===== src/rtl/loader_pkg.sv =====
// Shared types and defaults for the instruction loader.
// Pure declarations, no logic and no latency.
// No flow control lives here.
package loader_pkg;

  localparam int INSTR_W_DEF = 15;
  localparam int ADDR_W_DEF  = 8;

  typedef enum logic [2:0] {
    S_IDLE,
    S_LEN,
    S_LO,
    S_HI,
    S_WRITE,
    S_CHECK,
    S_DONE
  } state_t;

endpackage


===== src/rtl/instruction_loader.sv =====
// Streams COUNT,(LO,HI)*COUNT,CHK bytes into instruction memory and verifies an XOR checksum.
// Latency: 3 cycles per word (LO, HI, WRITE) at full input rate; the DONE pulse follows CHECK by one cycle.
// Backpressure: in_ready is low in IDLE, WRITE and DONE; upstream must hold its byte until in_ready.
module instruction_loader
  import loader_pkg::*;
#(
  parameter int INSTR_W = INSTR_W_DEF,
  parameter int ADDR_W  = ADDR_W_DEF
) (
  input  logic               clk,
  input  logic               reset,
  input  logic               load_start,
  input  logic [7:0]         in_data,
  input  logic               in_valid,
  output logic               in_ready,
  output logic               im_we,
  output logic [ADDR_W-1:0]  im_addr,
  output logic [INSTR_W-1:0] im_data,
  output logic               cpu_hold,
  output logic               load_done,
  output logic               load_err
);

  state_t               state_q, state_d;
  logic [ADDR_W-1:0]    cnt_q, cnt_d;
  logic [ADDR_W-1:0]    addr_q, addr_d;
  logic [7:0]           chk_q, chk_d;
  logic [7:0]           lo_q, lo_d;
  logic [ADDR_W-1:0]    im_addr_q, im_addr_d;
  logic [INSTR_W-1:0]   im_data_q, im_data_d;
  logic                 err_q, err_d;
  logic [15:0]          word;
  logic                 xfer;

  // Receiving states accept a byte; everything else stalls the stream.
  assign in_ready  = (state_q == S_LEN) || (state_q == S_LO) ||
                     (state_q == S_HI)  || (state_q == S_CHECK);
  assign xfer      = in_valid && in_ready;
  assign im_we     = (state_q == S_WRITE);
  assign cpu_hold  = (state_q != S_IDLE);
  assign load_done = (state_q == S_DONE);
  assign load_err  = err_q;
  assign im_addr   = im_addr_q;
  assign im_data   = im_data_q;
  assign word      = {in_data, lo_q};

  // State and datapath registers; reset aborts any load in progress.
  always_ff @(posedge clk) begin
    if (reset) begin
      state_q   <= S_IDLE;
      cnt_q     <= '0;
      addr_q    <= '0;
      chk_q     <= '0;
      lo_q      <= '0;
      im_addr_q <= '0;
      im_data_q <= '0;
      err_q     <= 1'b0;
    end else begin
      state_q   <= state_d;
      cnt_q     <= cnt_d;
      addr_q    <= addr_d;
      chk_q     <= chk_d;
      lo_q      <= lo_d;
      im_addr_q <= im_addr_d;
      im_data_q <= im_data_d;
      err_q     <= err_d;
    end
  end

  // Next-state and datapath updates; memory port registers are loaded on the HI
  // transfer so they are valid during WRITE and hold afterwards.
  always_comb begin
    state_d   = state_q;
    cnt_d     = cnt_q;
    addr_d    = addr_q;
    chk_d     = chk_q;
    lo_d      = lo_q;
    im_addr_d = im_addr_q;
    im_data_d = im_data_q;
    err_d     = err_q;
    unique case (state_q)
      S_IDLE: begin
        if (load_start) begin
          err_d   = 1'b0;
          chk_d   = '0;
          addr_d  = '0;
          state_d = S_LEN;
        end
      end
      S_LEN: begin
        if (xfer) begin
          // A count of zero wraps to a full 2^ADDR_W word load via the decrement.
          cnt_d   = ADDR_W'(in_data);
          chk_d   = chk_q ^ in_data;
          state_d = S_LO;
        end
      end
      S_LO: begin
        if (xfer) begin
          lo_d    = in_data;
          chk_d   = chk_q ^ in_data;
          state_d = S_HI;
        end
      end
      S_HI: begin
        if (xfer) begin
          chk_d     = chk_q ^ in_data;
          im_addr_d = addr_q;
          im_data_d = word[INSTR_W-1:0];
          state_d   = S_WRITE;
        end
      end
      S_WRITE: begin
        addr_d  = addr_q + 1'b1;
        cnt_d   = cnt_q - 1'b1;
        state_d = (cnt_q == ADDR_W'(1)) ? S_CHECK : S_LO;
      end
      S_CHECK: begin
        if (xfer) begin
          err_d   = (in_data != chk_q);
          state_d = S_DONE;
        end
      end
      S_DONE: begin
        state_d = S_IDLE;
      end
      default: begin
        state_d = S_IDLE;
      end
    endcase
  end

endmodule


===== config.mk =====
export PLATFORM = sky130hd
export DESIGN_NAME = instruction_loader
export DESIGN_NICKNAME = d
export VERILOG_FILES = /design/src/rtl/loader_pkg.sv /design/src/rtl/instruction_loader.sv
export SDC_FILE = /design/constraint.sdc
export NUM_CORES = 1
export LEC_CHECK = 0
export ABC_CLOCK_PERIOD_IN_PS = 3200
export CORE_ASPECT_RATIO = 1.2
export CORE_MARGIN = 4
export CORE_UTILIZATION = 25
export DETAILED_ROUTE_END_ITERATION = 10
export HOLD_SLACK_MARGIN = 0.02
export PLACE_DENSITY = 0.45
export SLEW_MARGIN = 15
export SYNTH_ARGS = -nofsm -noshare
export SYNTH_HDL_FRONTEND = slang
export SYNTH_SLANG_ARGS = --single-unit

===== constraint.sdc =====
create_clock -name clk -period 3.2 [get_ports clk]
set_input_delay 0.64 -clock clk [delete_from_list [all_inputs] [get_ports clk]]
set_output_delay 0.64 -clock clk [all_outputs]
set_load 0.01 [all_outputs]

==> results of run 1 <==
cell usage in the layout, fill, tap and decap left out, drive strengths merged, types with 3 or more instances in the layout:
master	instances
mux2	5
a21oi	33
a31oi	4
buf	6
nand4	3
nand2	64
nor2	22
o21a	7
nand3	10
ha	3
nor4	5
nor3	6
clkdlybuf4s50	38
inv	13
o21ai	8
mux2i	8
or3b	3
o32ai	7
dfxtp	59
and3	5
clkbuf	11
nand2b	8
flip-flops by register name (all words and copies together), names as in the netlist:
| signal | cells |
|---|---|
| chk_q | 8 |
| im_data | 15 |
| lo_q | 8 |
| state_q | 3 |
| load_err | 1 |
| im_addr | 8 |
| addr_q | 8 |
| cnt_q | 8 |
metrics by stage:
stage / hold slack, ns / total power, W
2_1_floorplan: 0.4312 / 0.0009134
3_3_place_gp: 0.4397 / 0.0009816
3_5_place_dp: 0.4456 / 0.0009833
4_1_cts: 0.4514 / 0.001964
5_1_grt: 0.4757 / 0.002022
6_report: 0.4498 / 0.001935
metal layers:
metal  track usage  part of all wire  vias to the layer above
li1              -                 -                     1215
met1        0.1515              0.46                     1137
met2        0.1931              0.48                       34
met3       0.02645             0.034                       13
met4       0.05414             0.021                        0
met5             0                 0                        -
synthesized netlist by cell type, types with 2 or more instances:
cell | count | area [um2]
sky130_fd_sc_hd__nand2_1 | 64 | 240.2
sky130_fd_sc_hd__dfxtp_1 | 59 | 1181
sky130_fd_sc_hd__a21oi_1 | 33 | 165.2
sky130_fd_sc_hd__nor2_1 | 22 | 82.58
sky130_fd_sc_hd__clkbuf_1 | 18 | 67.56
sky130_fd_sc_hd__inv_1 | 13 | 48.80
sky130_fd_sc_hd__nand3_1 | 10 | 50.05
sky130_fd_sc_hd__mux2i_1 | 8 | 80.08
sky130_fd_sc_hd__nand2b_1 | 8 | 50.05
sky130_fd_sc_hd__o21a_1 | 7 | 52.55
sky130_fd_sc_hd__o21ai_0 | 7 | 35.03
sky130_fd_sc_hd__o32ai_1 | 7 | 61.31
sky130_fd_sc_hd__nor3_1 | 6 | 30.03
sky130_fd_sc_hd__and3_1 | 5 | 31.28
sky130_fd_sc_hd__mux2_2 | 5 | 56.30
sky130_fd_sc_hd__nor4_1 | 5 | 31.28
sky130_fd_sc_hd__a31oi_1 | 4 | 25.02
sky130_fd_sc_hd__buf_2 | 3 | 15.01
sky130_fd_sc_hd__ha_1 | 3 | 37.54
sky130_fd_sc_hd__a211oi_1 | 2 | 15.01
sky130_fd_sc_hd__a22oi_1 | 2 | 15.01
sky130_fd_sc_hd__nand4_1 | 2 | 12.51
sky130_fd_sc_hd__o22ai_1 | 2 | 12.51
sky130_fd_sc_hd__o311ai_0 | 2 | 17.52
sky130_fd_sc_hd__or3_1 | 2 | 12.51
sky130_fd_sc_hd__or3b_2 | 2 | 17.52
sky130_fd_sc_hd__or4_1 | 2 | 15.01
sky130_fd_sc_hd__xor2_1 | 2 | 17.52
logic make-up (layout without fill, tap and decap cells):
group                    count (synthesis)  count (layout)  share of synthesized area
AND/OR/NAND/NOR                        137             137                     0.2492
XOR/XNOR                                 2               2                   0.006534
flip-flops                              59              59                     0.4405
adder cells (fa/ha/maj)                  3               3                    0.01400
AO/OA/AOI/OAI                           77              77                     0.1839
buffers and inverters                   36              73                    0.05506
multiplexers                            13              13                    0.05086
worst max-delay path: stages, from the launching register on:
cell and delay, ns:
sky130_fd_sc_hd__dfxtp_1 0.60, sky130_fd_sc_hd__or3b_4 0.53, sky130_fd_sc_hd__clkinv_2 0.17, sky130_fd_sc_hd__clkdlybuf4s50_1 0.56
area by class of cell:
| class | count | area (um2) | area share |
|---|---|---|---|
| inverter | 14 | 53.80 | 0.01548 |
| sequential | 59 | 1181 | 0.3399 |
| timing repair buffer | 44 | 422.9 | 0.1217 |
| multi-input combinational | 232 | 1353 | 0.3893 |
| tap | 129 | 161.4 | 0.04645 |
| clock buffer | 11 | 252.7 | 0.07274 |
| clock inverter | 4 | 50.05 | 0.01440 |
how the worst max path moves through the flow:
stage	cells past startpoint	to	slack (ns)	startpoint
2_1_floorplan	4	chk_q[0]	1.41	load_start
3_3_place_gp	5	chk_q[6]	0.57	load_start
3_5_place_dp	5	chk_q[1]	0.58	load_start
4_1_cts	3	im_we	0.35	state_q[2]
5_1_grt	3	im_we	0.27	state_q[2]
6_report	3	im_we	0.36	state_q[2]
report_power, final:
part / switching (W) / leakage (nW) / internal, W
registers: 0.0000209 / 0.477 / 0.000756
logic: 0.000111 / 0.536 / 0.0000790
clock network: 0.000330 / 0.144 / 0.000638
==> metrics.txt, run 1 <==
run status=completed; placed wire-length estimate=4998 um; Die Width=102.5 um; mean routed wirelength per cell=14.37 um; netlist area before placement=0.002681 mm2; setup TNS=0 ns; cell area after placement=0.003172 mm2; number of cells on the worst reg-to-reg path=5; clock insertion delay at the later pin of the skew report=0.32 ns; endpoint of the most critical register-to-register path=cnt_q[7]; pwr dens=556.8 mW/mm2; number of cell rows=41; synth warn=0; number of distinct library cells after synthesis=50; number of enable flip-flop cells after synthesis=0; share of layout cells above drive strength 1=0.08791; CTS Sinks=59; sum of overflow across all layers after global routing=0; DR vias=2399; number of nets with antenna violations after detailed routing=0; maximum clock skew at final layout=0.005952 ns; number of flip-flops and latches in the synthesized netlist=59; hold_buf cts=0; Setup crit end kind=output pin; setup repair after global routing missed its margin=no; most instantiated flip-flop cell in the synthesis netlist=sky130_fd_sc_hd__dfxtp_1; sequential element share of the synthesized area=0.4405; end of the worst hold path=im_data[6]; kind of launch point of the worst setup path=flop; R2R Path Start=state_q[2]; leakage power=1.157 nW; part of the cycle the worst path needs=0.8864; Clock H-tree levels=3; upper clock frequency limit=352.6 MHz; total of cells resized after clock tree synthesis=0; class of the tightest hold or removal check=reg2reg; number of antenna diodes=0; post-route design area=0.003475 mm2; total nets after synthesis=342; post-CTS setup repair buffer count=0; die span in y=121.4 um; number of primary I/O pins=40; clock root buffer=sky130_fd_sc_hd__clkbuf_16; first-iteration detailed-routing DRC count=189; Max-cap violations=0; final period demand of the worst path=2.836 ns; Worst R2R Setup Slack=1.12 ns; worst slew pin tran=0.6619 ns; Placer Congestion=0.7617; count of mapped cells out of synthesis=327; Post-synth ARST share=0; number of max-slew violations in the final report=0; hold path cells=2; Finished Core Util=0.3304; syn_area_per_cell=8.200 um2; maximum clock insertion buffer count=2; peak supply drop=0.0001867 V; count of final setup violators=0; Layout Area Growth over Synthesis=29.58%; core region area=0.01052 mm2; number of search-and-repair iterations in the first detailed-routing pass=4; DRC violations left=0; Final #Nets=375; number of buffers created by CTS=9; worst-path fanout max=16; CP Class=reg2out; post-route worst setup slack=0.3636 ns; number of global-route vias before repair=2264; Post-Place Worst Slack=0.5766 ns; total global-route track usage=0.1200; maximum number of pins on one net before global-route repair=33; count of input and output buffers=39; Initial Utilization=0.2550; worst slew slack as a fraction of its limit=0.5588; data required time of the worst path=2.56 ns; number of antenna violations at the first check in global routing=0; CTS clock-pin slew for the worst setup and hold paths=0.05 ns; via-per-instance ratio=4.866; startpoint of the tightest hold check path=lo_q[6]; Layout fillers=1114; placed instance count=478; Die ar.=0.01245 mm2; final hold violation count=0; Final Non-Filler Cells=493; wire length of the first global-routing pass=11670 um; clock tree from TritonCTS=built; arrival time at the worst endpoint=2.20 ns; post-detailed-routing wire length=7086 um
(Power assumes the default switching activity.)
==> run 2: changes to the inputs <==
--- a/config.mk
+++ b/config.mk
@@ -9,6 +9,7 @@
 export CORE_ASPECT_RATIO = 1.2
 export CORE_MARGIN = 4
 export CORE_UTILIZATION = 25
+export CTS_BUF_LIST = sky130_fd_sc_hd__clkbuf_8
 export DETAILED_ROUTE_END_ITERATION = 10
 export HOLD_SLACK_MARGIN = 0.02
 export PLACE_DENSITY = 0.45
==> run 2 against run 1 <==
  * Setup slack got worse by 0.0063 ns
  * Clock skew increased by 0.0017 ns
  * Critical path depth unchanged
  * Sequential share of layout area increased by 1.0 points
  * Count of clock-buffer cells in the layout unchanged
  * Utilization decreased by 0.96 points
  * Final area decreased by 2.9%
  * First-iteration DRC count decreased by 5.8%
  * Non-clock buffer count unchanged
  * Maximum frequency decreased by 0.22%
  * Wire length decreased by 1.1%
  * Sequential power about the same
  * Critical path type unchanged
  * Highest routed layer unchanged
==> metrics.txt, run 2 (synthesized netlist as in run 1, its figures left out) <==
run status=completed; class of the tightest hold or removal check=reg2reg; number of buffers created by CTS=9 (unchanged); mean routed wirelength per cell=14.21 um (-1.1%); via-per-instance ratio=4.850 (-0.33%); maximum cell stage delay along the critical path=0.60 ns (about the same); number of global-route vias before repair=2261 (-0.13%); Layout Area Growth over Synthesis=25.81%; Max-cap violations=0 (unchanged); worst slew slack as a fraction of its limit=0.5514 (-0.007347); number of cell rows=41 (unchanged); clock tree from TritonCTS=built; wire length of the first global-routing pass=11580 um (-0.82%); post-detailed-routing wire length=7005 um (-1.1%); leakage power=1.111 nW (-4.0%); number of antenna diodes=0 (unchanged); total of cells resized after clock tree synthesis=0 (unchanged); count of final setup violators=0 (unchanged); final period demand of the worst path=2.843 ns (+0.006299 ns); DR vias=2391 (-0.33%); cell-by-cell listing of the critical path=or3b_4 -> clkinv_2 -> clkdlybuf4s50_1; pwr dens=491.8 mW/mm2 (-12%); most common library cell in the layout ignoring fill and taps=sky130_fd_sc_hd__nand2_1; CP Class=reg2out; final hold violation count=0 (unchanged); CTS Sinks=59 (unchanged); clock insertion delay at the later pin of the skew report=0.34 ns (+0.02 ns); Initial Utilization=0.2550 (unchanged); Setup crit end kind=output pin; most frequent cells in the layout=sky130_fd_sc_hd__nand2_1, sky130_fd_sc_hd__dfxtp_1, sky130_fd_sc_hd__clkdlybuf4s50_1; first-iteration detailed-routing DRC count=178 (-5.8%); maximum clock insertion buffer count=2 (unchanged); hold_buf cts=0 (unchanged); number of max-slew violations in the final report=0 (unchanged); core region area=0.01052 mm2 (unchanged); family of cells with the greatest summed delay on the critical path=buffers and inverters; Placer Congestion=0.7617 (unchanged); setup TNS=0 ns (unchanged); data required time of the worst path=2.56 ns (about the same); number of primary I/O pins=40 (unchanged); clock root buffer=sky130_fd_sc_hd__clkbuf_8; maximum number of pins on one net before global-route repair=33 (unchanged); number of search-and-repair iterations in the first detailed-routing pass=4 (unchanged); sum of overflow across all layers after global routing=0 (unchanged); worst-path fanout max=16 (unchanged); die span in y=121.4 um (unchanged); upper clock frequency limit=351.8 MHz (-0.22%); number of nets with antenna violations after detailed routing=0 (unchanged); Clock H-tree levels=3 (unchanged); combined buffer and inverter count along the critical path=2 (unchanged); share of layout cells above drive strength 1=0.08791 (unchanged); kind of launch point of the worst setup path=flop; part of the cycle the worst path needs=0.8883 (+0.001968); DRC violations left=0 (unchanged); max FFs per register=15 (unchanged); Die ar.=0.01245 mm2 (unchanged); Final #Nets=375 (unchanged); peak supply drop=0.0001531 V (-18%); post-CTS setup repair buffer count=0 (unchanged); maximum clock skew at final layout=0.007651 ns (+0.001699 ns); count of input and output buffers=39 (unchanged); number of antenna violations at the first check in global routing=0 (unchanged); Critical Path Slowest Stage Cell=sky130_fd_sc_hd__dfxtp_1; placed wire-length estimate=4998 um (unchanged); CTS clock-pin slew for the worst setup and hold paths=0.07 ns (+0.02 ns); Die Width=102.5 um (unchanged); worst slew pin tran=0.6729 ns (+0.01102 ns); smallest hold slack=0.4520 ns (+0.002165 ns); arrival time at the worst endpoint=2.20 ns (about the same); setup repair after global routing missed its margin=no; total global-route track usage=0.1185 (-0.001505)
-- run 2: power by group --
part | switching, W | total (W) | internal (W)
logic | 0.000111 | 0.000190 | 0.0000790
registers | 0.0000206 | 0.000775 | 0.000754
clock network | 0.000298 | 0.000694 | 0.000396
-- run 2: path summary, 6_finish.rpt --
| check | start | end | slack (ns) | cells past startpoint |
|---|---|---|---|---|
| worst min register to register | im_addr[3] | im_addr[3] | 0.45 | 2 |
| worst min-delay path | im_addr[3] | im_addr[3] | 0.45 | 2 |
| worst max-delay path | state_q[2] | im_we | 0.36 | 3 |
| worst max register to register | state_q[2] | cnt_q[7] | 1.12 | 5 |
-- run 2: routing by layer --
metal | up-vias | share of wire | track usage
li1 | 1213 | - | -
met2 | 39 | 0.49 | 0.1898
met3 | 8 | 0.037 | 0.03508
met4 | 0 | 0.011 | 0.03692
met1 | 1131 | 0.46 | 0.1519
met5 | - | 0 | 0
-- run 2: tightest hold or removal path, delay by kind of cell (launching register included) --
family | cells | cell delay (ns)
simple gates | 1 | 0.05
compound gates | 1 | 0.05
flops | 1 | 0.31
-- run 2: stage by stage --
step | power [W] | instances | utilization | setup slack (ns) | area [um2]
2_1_floorplan | 0.0009134 | 327 | - | 1.412 | 2681
3_3_place_gp | 0.0009816 | 478 | 0.3016 | 0.5731 | 3172
3_5_place_dp | 0.0009833 | 478 | 0.3016 | 0.5766 | 3172
4_1_cts | 0.001686 | 493 | 0.3208 | 0.3246 | 3373
5_1_grt | 0.001744 | 493 | 0.3208 | 0.2389 | 3373
6_report | 0.001659 | 493 | 0.3208 | 0.3574 | 3373
-- run 2: final cells by class --
| class | count | area [um2] |
|---|---|---|
| Clock buffer | 11 | 151.4 |
| Clock inverter | 4 | 50.05 |
| Fill cell | 1119 | 7143 |
| Inverter | 14 | 53.80 |
| Multi-Input combinational cell | 232 | 1353 |
| Sequential cell | 59 | 1181 |
| Tap cell | 129 | 161.4 |
| Timing Repair Buffer | 44 | 422.9 |
